<file path="src/rtl/midi_encoder_if.sv">
// midi_encoder_if: message-in / byte-out handshake bundle for the MIDI encoder.
interface midi_encoder_if;
    logic [3:0] msg_status;
    logic [3:0] msg_channel;
    logic [6:0] msg_data1;
    logic [6:0] msg_data2;
    logic       msg_valid;
    logic       msg_ready;
    logic [7:0] data_out;
    logic       data_out_valid;
    logic       data_out_ready;
    logic       msg_error;
    modport master (
        output msg_status, msg_channel, msg_data1, msg_data2, msg_valid, data_out_ready,
        input  msg_ready, data_out, data_out_valid, msg_error
    );
    modport slave (
        input  msg_status, msg_channel, msg_data1, msg_data2, msg_valid, data_out_ready,
        output msg_ready, data_out, data_out_valid, msg_error
    );
endinterface

</file>
<file path="src/rtl/midi_encoder.sv">
// midi_encoder: serializes one channel-voice MIDI message into status/data bytes,
// with optional running-status compression and a periodic status refresh.
module midi_encoder #(
    parameter bit RUNNING_STATUS = 1'b1,
    parameter int RS_REFRESH     = 16
) (
    input logic           clock_50_000_000,
    input logic           reset,
    midi_encoder_if.slave bus
);
    localparam int CW = $clog2(RS_REFRESH + 1);
    localparam logic [CW-1:0] RS_MAX = CW'(RS_REFRESH);
    typedef enum logic [1:0] {IDLE, STATUS, DATA1, DATA2} state_t;
    state_t        state_q, state_d;
    logic [3:0]    status_q, status_d, channel_q, channel_d;
    logic [6:0]    data1_q, data1_d, data2_q, data2_d;
    logic          sent_q, sent_d;
    logic [7:0]    last_status_q, last_status_d;
    logic          rs_valid_q, rs_valid_d;
    logic [CW-1:0] rs_count_q, rs_count_d;
    logic          error_q, error_d;
    logic          xfer, two_byte, last_byte, bad, omit;
    assign bus.msg_ready      = state_q == IDLE;
    assign bus.data_out_valid = state_q != IDLE;
    assign bus.msg_error      = error_q;
    assign bus.data_out       = state_q == STATUS ? {status_q, channel_q} :
                                state_q == DATA1  ? {1'b0, data1_q} :
                                state_q == DATA2  ? {1'b0, data2_q} : 8'h00;
    assign xfer      = bus.data_out_valid && bus.data_out_ready;
    assign two_byte  = status_q == 4'hC || status_q == 4'hD;
    assign last_byte = xfer && (state_q == DATA2 || (state_q == DATA1 && two_byte));
    assign bad       = !bus.msg_status[3] || bus.msg_status == 4'hF;
    // Status may be skipped only while the refresh budget is not yet exhausted
    assign omit      = RUNNING_STATUS && rs_valid_q && rs_count_q < RS_MAX &&
                       {bus.msg_status, bus.msg_channel} == last_status_q;
    always_comb begin
        state_d       = state_q;
        status_d      = status_q;
        channel_d     = channel_q;
        data1_d       = data1_q;
        data2_d       = data2_q;
        sent_d        = sent_q;
        last_status_d = last_status_q;
        rs_valid_d    = rs_valid_q;
        rs_count_d    = rs_count_q;
        error_d       = 1'b0;
        case (state_q)
            IDLE: if (bus.msg_valid) begin
                status_d  = bus.msg_status;
                channel_d = bus.msg_channel;
                data1_d   = bus.msg_data1;
                data2_d   = bus.msg_data2;
                error_d   = bad;
                sent_d    = !omit;
                state_d   = bad ? IDLE : omit ? DATA1 : STATUS;
            end
            STATUS:  state_d = xfer ? DATA1 : STATUS;
            DATA1:   state_d = xfer ? (two_byte ? IDLE : DATA2) : DATA1;
            default: state_d = xfer ? IDLE : DATA2;
        endcase
        if (last_byte && sent_q) begin
            last_status_d = {status_q, channel_q};
            rs_valid_d    = 1'b1;
            rs_count_d    = '0;
        end else if (last_byte) begin
            rs_count_d = rs_count_q == RS_MAX ? rs_count_q : rs_count_q + 1'b1;
        end
    end
    always_ff @(posedge clock_50_000_000 or posedge reset) begin
        if (reset) begin
            state_q       <= IDLE;
            status_q      <= '0;
            channel_q     <= '0;
            data1_q       <= '0;
            data2_q       <= '0;
            sent_q        <= 1'b0;
            last_status_q <= '0;
            rs_valid_q    <= 1'b0;
            rs_count_q    <= '0;
            error_q       <= 1'b0;
        end else begin
            state_q       <= state_d;
            status_q      <= status_d;
            channel_q     <= channel_d;
            data1_q       <= data1_d;
            data2_q       <= data2_d;
            sent_q        <= sent_d;
            last_status_q <= last_status_d;
            rs_valid_q    <= rs_valid_d;
            rs_count_q    <= rs_count_d;
            error_q       <= error_d;
        end
    end
endmodule

</file>
<file path="src/flat_wrapper.sv">
// flat-port wrapper written by rule: the top's interface ports become plain ports
module midi_encoder_flat 
#(
    parameter bit RUNNING_STATUS = 1'b1,
    parameter int RS_REFRESH     = 16
)
  (clock_50_000_000, reset, bus_msg_status, bus_msg_channel, bus_msg_data1, bus_msg_data2, bus_msg_valid, bus_data_out_ready, bus_msg_ready, bus_data_out, bus_data_out_valid, bus_msg_error);
  midi_encoder_if bus_i ();
  input logic clock_50_000_000;
  input logic reset;
  input wire logic [$bits(bus_i.msg_status)-1:0] bus_msg_status;
  input wire logic [$bits(bus_i.msg_channel)-1:0] bus_msg_channel;
  input wire logic [$bits(bus_i.msg_data1)-1:0] bus_msg_data1;
  input wire logic [$bits(bus_i.msg_data2)-1:0] bus_msg_data2;
  input wire logic [$bits(bus_i.msg_valid)-1:0] bus_msg_valid;
  input wire logic [$bits(bus_i.data_out_ready)-1:0] bus_data_out_ready;
  output wire logic [$bits(bus_i.msg_ready)-1:0] bus_msg_ready;
  output wire logic [$bits(bus_i.data_out)-1:0] bus_data_out;
  output wire logic [$bits(bus_i.data_out_valid)-1:0] bus_data_out_valid;
  output wire logic [$bits(bus_i.msg_error)-1:0] bus_msg_error;
  assign bus_i.msg_status = bus_msg_status;
  assign bus_i.msg_channel = bus_msg_channel;
  assign bus_i.msg_data1 = bus_msg_data1;
  assign bus_i.msg_data2 = bus_msg_data2;
  assign bus_i.msg_valid = bus_msg_valid;
  assign bus_i.data_out_ready = bus_data_out_ready;
  assign bus_msg_ready = bus_i.msg_ready;
  assign bus_data_out = bus_i.data_out;
  assign bus_data_out_valid = bus_i.data_out_valid;
  assign bus_msg_error = bus_i.msg_error;
  midi_encoder #(.RUNNING_STATUS(RUNNING_STATUS), .RS_REFRESH(RS_REFRESH)) u_core (.clock_50_000_000(clock_50_000_000), .reset(reset), .bus(bus_i));
endmodule
</file>
<file path="config.mk">
export PLATFORM = sky130hd
export DESIGN_NAME = midi_encoder_flat
export DESIGN_NICKNAME = d
export VERILOG_FILES = /design/src/rtl/midi_encoder_if.sv /design/src/rtl/midi_encoder.sv /design/src/flat_wrapper.sv
export SDC_FILE = /design/constraint.sdc
export NUM_CORES = 1
export LEC_CHECK = 0
export ABC_AREA = 1
export ABC_CLOCK_PERIOD_IN_PS = 1600
export CAP_MARGIN = 20
export CORE_MARGIN = 5
export CORE_UTILIZATION = 50
export DETAILED_ROUTE_END_ITERATION = 7
export PLACE_DENSITY_LB_ADDON = 0.08
export SYNTH_ARGS = -nofsm -noshare
export SYNTH_HDL_FRONTEND = slang
export SYNTH_SLANG_ARGS = --single-unit
export TNS_END_PERCENT = 10
</file>
<file path="constraint.sdc">
create_clock -name clock_50_000_000 -period 1.6 [get_ports clock_50_000_000]
set_input_delay 0.32 -clock clock_50_000_000 [delete_from_list [all_inputs] [get_ports clock_50_000_000]]
set_output_delay 0.32 -clock clock_50_000_000 [all_outputs]
set_load 0.05 [all_outputs]
</file>
==> metrics.md <==
| Metric | Value |
|---|---|
| Placed Area | `2630 sq um` |
| Ant. Diodes | `0` |
| #FFs+latches synth | `40` |
| Largest net degree at the start of global routing | `41` |
| Pwr Density | `around 1800 nW/um^2` |
| Vias | `around 1,600` |
| Setup violations, final | `9` |
| VDD IR max | `0.00110 V` |
| Initial antenna violation count | `0` |
| Commonest non-fill, non-tap cell in the layout | `nand2_1` |
| Skew final | `3.73 ps` |
| Crit share post-route | `111%` |
| Endpoint type of the worst setup path | `output pin` |
| Crit path largest cell delay | `approximately 450 ps` |
| Worst setup margin | `-184 ps` |
| Global placement routability congestion | `about 0.84` |
| Leading register cell type out of synthesis | `dfrtp_1` |
| Worst-path cell chain | `inv_2 -> nor2_4 -> buf_6 -> buf_12 -> nand2_2 -> nand3_2 -> buf_12` |
| RSZ-0062 raised after global routing | `true` |
| CTS Sinks | `40` |
| YS warnings | `0` |
| Net Count, Synth | `about 260` |
| Worst-path maximum fanout | `6` |
| Vias in the first global route | `1,687` |
| Full die area | `around 5400 sq um` |
| Initial Util | `51.0%` |
| Root Buffer | `clkbuf_8` |
| Worst Setup Start Kind | `flip-flop` |
| Tightest Pin Transition | `267 ps` |
| CTS tree | `done` |
| Post-route ant nets | `0` |
| Status | `finished, violations left` |
| Pre-Repair DR Iteration Count | `4` |
| Final hold slack | `between 300 and 400 ps` |
| Clock Path Buffers | `2` |
| Max-slew violations | `0` |
| Clk pin slew, worst setup/hold paths | `approximately 80 ps` |
| Core Util, Final | `roughly 72%` |
| CP arrival | `between 1000 and 1500 ps` |
| Post-synth top area share | `about 50%` |
| Die Span X | `73.4 microns` |
| FP Rows | `23` |
| Leakage Power | `between 1 and 1.5 nW` |
| Mapped Area | `a little over 2000 sq um` |
| Minimum clock period | `1780 ps` |
| Clk_lat worst skew | `approximately 300 ps` |
| Worst path slowest cell | `dfrtp_2` |
| Top delay family on crit path | `buffers and inverters` |
| MaxCap Viol Count | `0` |
| Violated checks | `negative setup slack` |
| Num CTS Buffers | `5` |
| Fmax | `about 0.56 GHz` |
| Total congestion overflow | `0` |
| First-pass GRT wire length | `7750 microns` |
| DRT iter0 DRCs | `about 120` |
| Mapped Cells | `around 230` |
| Synth area leaders | `dfrtp_1 (50%), nand2_1 (12%), mux2_2 (7.8%)` |
| Pre-CTS setup slack | `-46.1 ps` |
| Post-Synthesis Mean Instance Area | `between 8 and 9 sq um` |
| Final Hold Viols | `0` |
| Vias/cell | `4.92` |
| Final WL | `4490 microns` |
| Register area share after synthesis | `between 40 and 50%` |
| CP required | `between 1000 and 1500 ps` |
| Number of flops mapped to enable cells by yosys | `0` |
| H-tree depth | `2` |
| Most frequent cells in the layout | `nand2_1 (58), dfrtp_1 (39), inv_1 (27)` |
| Total GRT Usage | `approximately a fifth` |
| Slew headroom | `just over 80%` |
| Most frequent CP cell | `buf_12` |
| Wire per inst | `13.5 microns` |
| Post-route cell area | `~2900 sq um` |
| Post-synth top area cell | `dfrtp_1` |
| Total Power | `between 5 and 6 mW` |
| Core area | `3940 sq um` |
| Post-DP HPWL | `~3300 microns` |
| Hold Path Class | `input port to async pin` |
| Synth cell types | `29` |
| Type of the worst setup path | `flip-flop to output pin` |
| Share of cells above drive strength 1 | `between 20 and 30%` |
| Die height | `73.4 microns` |
| Final #Nets | `310` |
| Residual DRC count | `0` |
| Area grow syn2layout | `41.9%` |
| I/O Buffers | `36` |
| Post-synthesis async set-or-reset flop share | `100%` |
| CP bufs+invs | `4` |
| Io pins | `37` |
[cell families (layout without fill, tap and decap cells)]
logic type / after synthesis / after routing / share of synthesized area [%]
fa+ha+maj: 2 / 2 / 1.24
buf+inv: 37 / 93 / 8.09
xor+xnor: 4 / 4 / 1.74
simple gates: 106 / 106 / 24.0
mux: 15 / 15 / 8.40
compound gates: 23 / 23 / 6.78
flops: 40 / 40 / 49.8
[cells in the mapped netlist, types with 3 or more instances]
cell type and n:
nand2_1 65, dfrtp_1 40, inv_1 29, nand3_1 15
mux2_2 14, nor2_1 11, o21ai_0 10, inv_2 4
a21oi_1 3, buf_6 3, nand2_2 3, nor2_2 3
or2_2 3, xnor2_1 3
[worst reg2reg max path, stage by stage (launching register included)]
cell	delay [ps]
dfrtp_2	450
buf_4	160
nor2_4	180
nand2_2	120
buf_12	170
mux2_1	310
[stage by stage]
stage          TNS (ps)  instances
2_1_floorplan      -411        227
4_1_cts           -1290        331
6_report          -1230        333
3_3_place_gp      -45.9        321
5_1_grt           -1660        333
3_5_place_dp      -97.6        321
[final cells by class]
cell class,count,area (sq um)
inverters,33,124
flip-flops and latches,40,1000
multi-input cells,150,917
well taps,50,62.6
clock buffers,8,90.1
repair buffers,52,657
fillers,293,1090
[power by group]
| part | switching [mW] | internal, mW |
|---|---|---|
| clock | 0.352 | 0.352 |
| combinational | 1.39 | 1.30 |
| sequential | 0.337 | 1.47 |
[state kept, by name (all words and copies together), names as in the netlist]
register,flops
u_core.data2_q,7
u_core.last_status_q,8
u_core.bus.msg_error,1
u_core.channel_q,4
u_core.data1_q,7
u_core.rs_count_q,5
u_core.sent_q,1
u_core.status_q,4
u_core.state_q,2
u_core.rs_valid_q,1
[metal layers]
| metal | global-route usage (%) | up-vias | part of all wire, % |
|---|---|---|---|
| li1 | - | 825 | - |
| met1 | 24.5 | 759 | 43 |
| met2 | 30.3 | 44 | 48 |
| met3 | 4.10 | 10 | 7.2 |
| met4 | 7.85 | 0 | 1.6 |
| met5 | 0 | - | 0 |
[final timing paths]
kind / start / endpoint / slack (ps) / cells past startpoint
worst max-delay path: u_core.state_q[0] / bus_data_out[1] / -180 / 7
worst min-delay path: reset / u_core.data2_q[3] / 380 / 3
worst max register to register: u_core.state_q[0] / u_core.channel_q[2] / 90 / 5
worst min register to register: u_core.rs_valid_q / u_core.rs_valid_q / 480 / 1
max in group asynchronous: reset / u_core.state_q[0] / 1010 / 3
min in group clock_50_000_000: u_core.rs_valid_q / u_core.rs_valid_q / 480 / 1
[what timing repair did]
| item | CTS | global route |
|---|---|---|
| endpoints found under the setup margin | 9 | 10 |
| pin swaps | 3 | 6 |
| gates resized for setup | 8 | 17 |
| hold buffers | 0 | 0 |
| buffers inserted | 2 | 2 |
Note: power is estimated with default switching activity, not from simulation.
